$ cat src/rtl/vga_timing_gen.sv
// ============================================================================
// vga_timing_gen : raster timing source (hsync/vsync, active row/col, strobes)
// Optional: VGA_TIMING_FRAME_CNT_EN adds a 16-bit frame counter output.
// Revision: 1.0 - initial release
// ============================================================================
`default_nettype none

module vga_timing_gen #(
  parameter int ACTIVE_COLS = 640,
  parameter int ACTIVE_ROWS = 480,
  parameter int H_FRONT     = 16,
  parameter int H_SYNC      = 96,
  parameter int H_BACK      = 48,
  parameter int V_FRONT     = 10,
  parameter int V_SYNC      = 2,
  parameter int V_BACK      = 33,
  parameter bit SYNC_POL    = 1'b0
) (
  input  logic                           clk,
  input  logic                           rst_n,
  input  logic                           pix_en,
  output logic                           hsync,
  output logic                           vsync,
  output logic                           active,
  output logic [$clog2(ACTIVE_ROWS)-1:0] row,
  output logic [$clog2(ACTIVE_COLS)-1:0] col,
  output logic                           line_start,
  output logic                           frame_start
`ifdef VGA_TIMING_FRAME_CNT_EN
  ,
  output logic [15:0]                    frame_cnt
`endif
);

  localparam int c_H_TOTAL = ACTIVE_COLS + H_FRONT + H_SYNC + H_BACK;
  localparam int c_V_TOTAL = ACTIVE_ROWS + V_FRONT + V_SYNC + V_BACK;
  localparam int c_HW      = $clog2(c_H_TOTAL);
  localparam int c_VW      = $clog2(c_V_TOTAL);
  localparam int c_RW      = $clog2(ACTIVE_ROWS);
  localparam int c_CW      = $clog2(ACTIVE_COLS);

  localparam logic [c_HW-1:0] c_H_LAST   = c_HW'(c_H_TOTAL - 1);
  localparam logic [c_HW-1:0] c_H_ACT    = c_HW'(ACTIVE_COLS);
  localparam logic [c_HW-1:0] c_HS_BEG   = c_HW'(ACTIVE_COLS + H_FRONT);
  localparam logic [c_HW-1:0] c_HS_END   = c_HW'(ACTIVE_COLS + H_FRONT + H_SYNC);
  localparam logic [c_VW-1:0] c_V_LAST   = c_VW'(c_V_TOTAL - 1);
  localparam logic [c_VW-1:0] c_V_ACT    = c_VW'(ACTIVE_ROWS);
  localparam logic [c_VW-1:0] c_VS_BEG   = c_VW'(ACTIVE_ROWS + V_FRONT);
  localparam logic [c_VW-1:0] c_VS_END   = c_VW'(ACTIVE_ROWS + V_FRONT + V_SYNC);

  logic [c_HW-1:0] r_h_cnt;
  logic [c_VW-1:0] r_v_cnt;
  logic [c_HW-1:0] w_h_nxt;
  logic [c_VW-1:0] w_v_nxt;
  logic            w_h_wrap;
  logic            w_active_nxt;
  logic            w_hs_nxt;
  logic            w_vs_nxt;
  logic            w_line_nxt;
  logic            w_frame_nxt;

  // Outputs are decoded from the next counter value so they track the counters exactly.
  always_comb begin
    w_h_wrap     = (r_h_cnt == c_H_LAST);
    w_h_nxt      = w_h_wrap ? '0 : r_h_cnt + 1'b1;
    w_v_nxt      = r_v_cnt;
    if (w_h_wrap) begin
      w_v_nxt    = (r_v_cnt == c_V_LAST) ? '0 : r_v_cnt + 1'b1;
    end
    w_active_nxt = (w_h_nxt < c_H_ACT) && (w_v_nxt < c_V_ACT);
    w_hs_nxt     = (w_h_nxt >= c_HS_BEG) && (w_h_nxt < c_HS_END);
    w_vs_nxt     = (w_v_nxt >= c_VS_BEG) && (w_v_nxt < c_VS_END);
    w_line_nxt   = (w_h_nxt == '0);
    w_frame_nxt  = w_line_nxt && (w_v_nxt == '0);
  end

  always_ff @(posedge clk or negedge rst_n) begin
    if (!rst_n) begin
      r_h_cnt     <= c_H_LAST;
      r_v_cnt     <= c_V_LAST;
      hsync       <= ~SYNC_POL;
      vsync       <= ~SYNC_POL;
      active      <= 1'b0;
      row         <= '0;
      col         <= '0;
      line_start  <= 1'b0;
      frame_start <= 1'b0;
    end else if (pix_en) begin
      r_h_cnt     <= w_h_nxt;
      r_v_cnt     <= w_v_nxt;
      hsync       <= w_hs_nxt ? SYNC_POL : ~SYNC_POL;
      vsync       <= w_vs_nxt ? SYNC_POL : ~SYNC_POL;
      active      <= w_active_nxt;
      row         <= w_active_nxt ? w_v_nxt[c_RW-1:0] : '0;
      col         <= w_active_nxt ? w_h_nxt[c_CW-1:0] : '0;
      line_start  <= w_line_nxt;
      frame_start <= w_frame_nxt;
    end else begin
      line_start  <= 1'b0;
      frame_start <= 1'b0;
    end
  end

`ifdef VGA_TIMING_FRAME_CNT_EN
  always_ff @(posedge clk or negedge rst_n) begin
    if (!rst_n) begin
      frame_cnt <= '0;
    end else if (pix_en && w_frame_nxt) begin
      frame_cnt <= frame_cnt + 16'd1;
    end
  end
`endif

endmodule

`default_nettype wire
$ cat config.mk
export PLATFORM = sky130hd
export DESIGN_NAME = vga_timing_gen
export DESIGN_NICKNAME = d
export VERILOG_FILES = /design/src/rtl/vga_timing_gen.sv
export SDC_FILE = /design/constraint.sdc
export NUM_CORES = 1
export LEC_CHECK = 0
export ABC_AREA = 1
export BUFFER_PORTS_ARGS = -buffer_cell sky130_fd_sc_hd__buf_4
export CELL_PAD_IN_SITES_DETAIL_PLACEMENT = 1
export CELL_PAD_IN_SITES_GLOBAL_PLACEMENT = 1
export CORE_MARGIN = 10
export CORE_UTILIZATION = 39
export DETAILED_ROUTE_END_ITERATION = 6
export PLACE_DENSITY_LB_ADDON = 0.15
export SLEW_MARGIN = 20
export SYNTH_ARGS = -nofsm -noshare
export SYNTH_HDL_FRONTEND = slang
export SYNTH_SLANG_ARGS = --single-unit
$ cat constraint.sdc
create_clock -name clk -period 2.1 [get_ports clk]
set_clock_uncertainty 0.2 [all_clocks]
set_input_delay 0.42 -clock clk [delete_from_list [all_inputs] [get_ports clk]]
set_output_delay 0.42 -clock clk [all_outputs]
set_load 0.01 [all_outputs]
==> flow_results.xml <==
<?xml version="1.0" encoding="UTF-8"?>
<metrics>
  <group name="outcome">
    <metric name="outcome" unit="">finished with violations</metric>
    <metric name="violations" unit="">setup timing</metric>
  </group>
  <group name="power_and_ir_drop">
    <metric name="worst_ir_drop_vdd" unit="mV">0.475</metric>
    <metric name="post-layout-total-power" unit="W">0.00271</metric>
    <metric name="power.leakage" unit="nW">1.67</metric>
    <metric name="cellPowerDensity" unit="mW/mm2">785</metric>
  </group>
  <group name="clocking">
    <metric name="clk_pin_slew" unit="ns">0.09</metric>
    <metric name="clock_sinks" unit="">44</metric>
    <metric name="clock_tree_buffer_depth" unit="">2</metric>
    <metric name="cts_root_buf" unit="">clkbuf_8</metric>
    <metric name="cts_made_buffers" unit="">5</metric>
    <metric name="worstSkewPairLatency" unit="ns">0.30</metric>
    <metric name="cts_tree" unit="">built</metric>
    <metric name="htreeDepth" unit="">2</metric>
  </group>
  <group name="setup_path">
    <metric name="critPathSlowestCell" unit="">dfstp_2</metric>
    <metric name="criticalPathCategory" unit="">register to register</metric>
    <metric name="cp_cell_sequence" unit="">ha_4 -&gt; nand3_4 -&gt; nor2_4 -&gt; buf_4 -&gt; buf_6 -&gt; nand2_2 -&gt; nand3_4 -&gt; a21oi_4 -&gt; nor2_4 -&gt; nand2_4 -&gt; buf_12 -&gt; o21ai_2</metric>
    <metric name="worst_path_max_fanout" unit="">11</metric>
    <metric name="worstPathRequired" unit="ns">2.13</metric>
    <metric name="critPathArrivalTime" unit="ns">2.23</metric>
    <metric name="cp-start-kind" unit="">register</metric>
    <metric name="setup.worst_path.start" unit="">r_h_cnt[1]</metric>
    <metric name="startpoint_of_the_worst_slack_reg_to_reg_timing_path" unit="">r_h_cnt[1]</metric>
    <metric name="critPathMaxStageDelay" unit="ns">0.57</metric>
    <metric name="regToRegSetupSlack" unit="ns">-0.1</metric>
    <metric name="endpoint_kind" unit="">register</metric>
  </group>
  <group name="floorplan">
    <metric name="die_w" unit="um">101</metric>
    <metric name="start_util" unit="">0.404</metric>
    <metric name="i_o_pins" unit="">27</metric>
    <metric name="floorplan.rows" unit="">29</metric>
    <metric name="design.die.area" unit="mm2">0.0103</metric>
    <metric name="die_h" unit="um">101</metric>
    <metric name="placeableCoreArea" unit="mm2">0.00639</metric>
  </group>
  <group name="grt">
    <metric name="grt_antenna_before_repair" unit="">0</metric>
    <metric name="first_pass_grt_wire_length" unit="um">12700</metric>
    <metric name="grt_start_max_net_pins" unit="">45</metric>
    <metric name="grt_overflow" unit="">0</metric>
    <metric name="grt_pass1_vias" unit="">2624</metric>
    <metric name="track_usage" unit="">0.152</metric>
  </group>
  <group name="placed_design">
    <metric name="preCtsSetupSlack" unit="ns">-0.0931</metric>
    <metric name="post-dp-hpwl" unit="um">5640</metric>
    <metric name="placed_area" unit="mm2">0.00307</metric>
    <metric name="place.port_buffers" unit="">26</metric>
    <metric name="cell_count_after_placement" unit="">458</metric>
    <metric name="gpl.final_weighted_congestion" unit="">0.833</metric>
  </group>
  <group name="yosys">
    <metric name="synth.area.top_cells" unit="">dfrtp_1 (31%), nand2_1 (15%), dfstp_2 (12%), o21ai_2 (6.1%), inv_1 (4.9%)</metric>
    <metric name="synth.avg_cell_area" unit="um2">7.71</metric>
    <metric name="synth.yosys.warnings" unit="">0</metric>
    <metric name="sequential_element_share_of_the_synthesized_area" unit="">0.432</metric>
    <metric name="yosysTopAreaCellShare" unit="">0.310</metric>
    <metric name="yosys_most_used_dff" unit="">dfrtp_1</metric>
    <metric name="async_reset_ff_frac" unit="">1.00</metric>
    <metric name="synth.most_common_cell" unit="">nand2_1</metric>
    <metric name="synth_enable_flop_cells" unit="">0</metric>
    <metric name="ys_top_cells_by_count" unit="">nand2_1 (106), inv_1 (34), dfrtp_1 (32)</metric>
    <metric name="synth_seq_cells" unit="">44</metric>
    <metric name="netlist_instances" unit="">335</metric>
    <metric name="synth_fp_nets" unit="">342</metric>
    <metric name="post_synth_cell_types" unit="">28</metric>
    <metric name="post-synth-top-area-cell" unit="">dfrtp_1</metric>
    <metric name="synthesis.area" unit="mm2">0.00258</metric>
  </group>
  <group name="route">
    <metric name="detail-route-antenna-nets" unit="">0</metric>
    <metric name="post-route-drc-count" unit="">0</metric>
    <metric name="first_pass_iters" unit="">4</metric>
    <metric name="drt_first_iter_violations" unit="">100</metric>
    <metric name="route.final.wire_length" unit="um">8220</metric>
    <metric name="route.detailed.wl_per_inst" unit="um">17.1</metric>
    <metric name="route.vias.total" unit="">2513</metric>
    <metric name="drt-vias-per-instance" unit="">5.24</metric>
  </group>
  <group name="layout">
    <metric name="nets" unit="">409</metric>
    <metric name="layout.cell_area.non_filler" unit="mm2">0.00345</metric>
    <metric name="share_of_post_route_cells_with_drive_strength_above_1" unit="">0.409</metric>
    <metric name="layout.area.seq" unit="mm2">0.00112</metric>
    <metric name="multi_input_area" unit="mm2">0.00143</metric>
    <metric name="syn2layout_area_growth" unit="%">33.7</metric>
    <metric name="fillCellCount" unit="">800</metric>
    <metric name="layoutNonFillerInstCount" unit="">480</metric>
    <metric name="antenna-diode-count" unit="">0</metric>
  </group>
  <group name="min_path">
    <metric name="hold_start" unit="">col[8]</metric>
    <metric name="timing.hold.worst.class" unit="">register to register</metric>
  </group>
  <group name="timing">
    <metric name="hold_ws" unit="ns">0.286</metric>
    <metric name="setup_repair_after_global_routing_missed_its_margin" unit="">yes</metric>
    <metric name="fmax" unit="GHz">0.455</metric>
    <metric name="finalCriticalPeriod" unit="ns">2.20</metric>
    <metric name="final_max_slew_viol_count" unit="">0</metric>
    <metric name="period_share" unit="">1.05</metric>
    <metric name="tightest_slew" unit="ns">0.572</metric>
    <metric name="finalHoldViolations" unit="">0</metric>
    <metric name="setup_viol_count_final" unit="">23</metric>
    <metric name="final_critical_path_setup_slack" unit="ns">-0.0989</metric>
    <metric name="maxSlewHeadroom" unit="">0.618</metric>
  </group>
  <group name="flow_run">
    <metric name="drv.max_cap_violation_count" unit="">0</metric>
  </group>
</metrics>
[sequential cells by signal (all words and copies together), names as in the netlist]
register,count
hsync,1
frame_start,1
col,10
active,1
row,9
r_h_cnt,10
r_v_cnt,10
vsync,1
line_start,1
[critical path: cells and delay by family (launching register included)]
family / cells / cell delay [ns]
AOI/OAI and AO/OA: 2 / 0.18
adders and majority gates: 1 / 0.15
buffers and inverters: 3 / 0.38
DFF: 1 / 0.57
and+or+nand+nor: 6 / 0.63
[final timing paths]
kind | to | cells after the start
max in group asynchronous | r_v_cnt[9] | 2
min reg2reg | col[8] | 2
min | col[8] | 2
min in group asynchronous | r_v_cnt[5] | 2
max | row[3] | 12
max reg2reg | row[3] | 12
[cell type report]
type                    instances  area share
multi-input cells             245       0.414
flip-flops and latches         44       0.323
repair buffers                 70       0.168
inverters                      36      0.0406
well taps                      77      0.0279
clock buffers                   6      0.0239
clock inverters                 2     0.00290
[cell usage in the layout, fill, tap and decap left out, drive strengths merged]
cell | netlist | layout
a21oi | 8 | 8
a31oi | 1 | 1
buf | 5 | 69
clkbuf | 6 | 6
clkinv | 1 | 3
dfrtp | 32 | 32
dfstp | 12 | 12
dlygate4sd3 | 0 | 1
ha | 4 | 4
inv | 35 | 35
nand2 | 114 | 115
nand3 | 26 | 26
nand4 | 11 | 11
nor2 | 39 | 39
o21ai | 36 | 36
o21bai | 2 | 2
or2 | 1 | 1
xor2 | 2 | 2
[through the flow]
step                 util  setup TNS [ns]
floorplan               -               0
global placement    0.481          -0.189
detailed placement  0.481           -1.68
CTS                 0.510          -0.594
global route        0.541           -5.09
finish              0.541           -1.60
[logic make-up after synthesis]
logic type / after synthesis / share of synthesized area
XOR/XNOR: 2 / 0.00678
buffers and inverters: 47 / 0.0799
adder cells (fa/ha/maj): 4 / 0.0194
AO/OA/AOI/OAI: 47 / 0.125
flip-flops: 44 / 0.432
AND/OR/NAND/NOR: 191 / 0.336
[routing by layer]
metal | vias to the layer above | wire, um | track usage
li1 | 1212 | - | -
met1 | 1223 | 3620 | 0.193
met2 | 63 | 4010 | 0.255
met3 | 15 | 419 | 0.0354
met4 | 0 | 169 | 0.0354
met5 | - | 0 | 0
[power breakdown]
group / total (W) / leakage, nW / switching, W / internal (W)
Sequential: 0.00118 / 0.562 / 0.000167 / 0.00101
Combinational: 0.000956 / 1.06 / 0.000576 / 0.000380
Clock: 0.000574 / 0.0510 / 0.000311 / 0.000263
[what timing repair did]
action                                  4_1_cts  5_1_grt
endpoints found under the setup margin       25       35
endpoints found under the hold margin        32        0
hold buffers                                  1        0
setup buffers                                 5        7
cloned                                        0        1
gates resized for setup                      11       39
pin swaps                                     4       10
No activity file was read; power rests on OpenSTA's default activity.
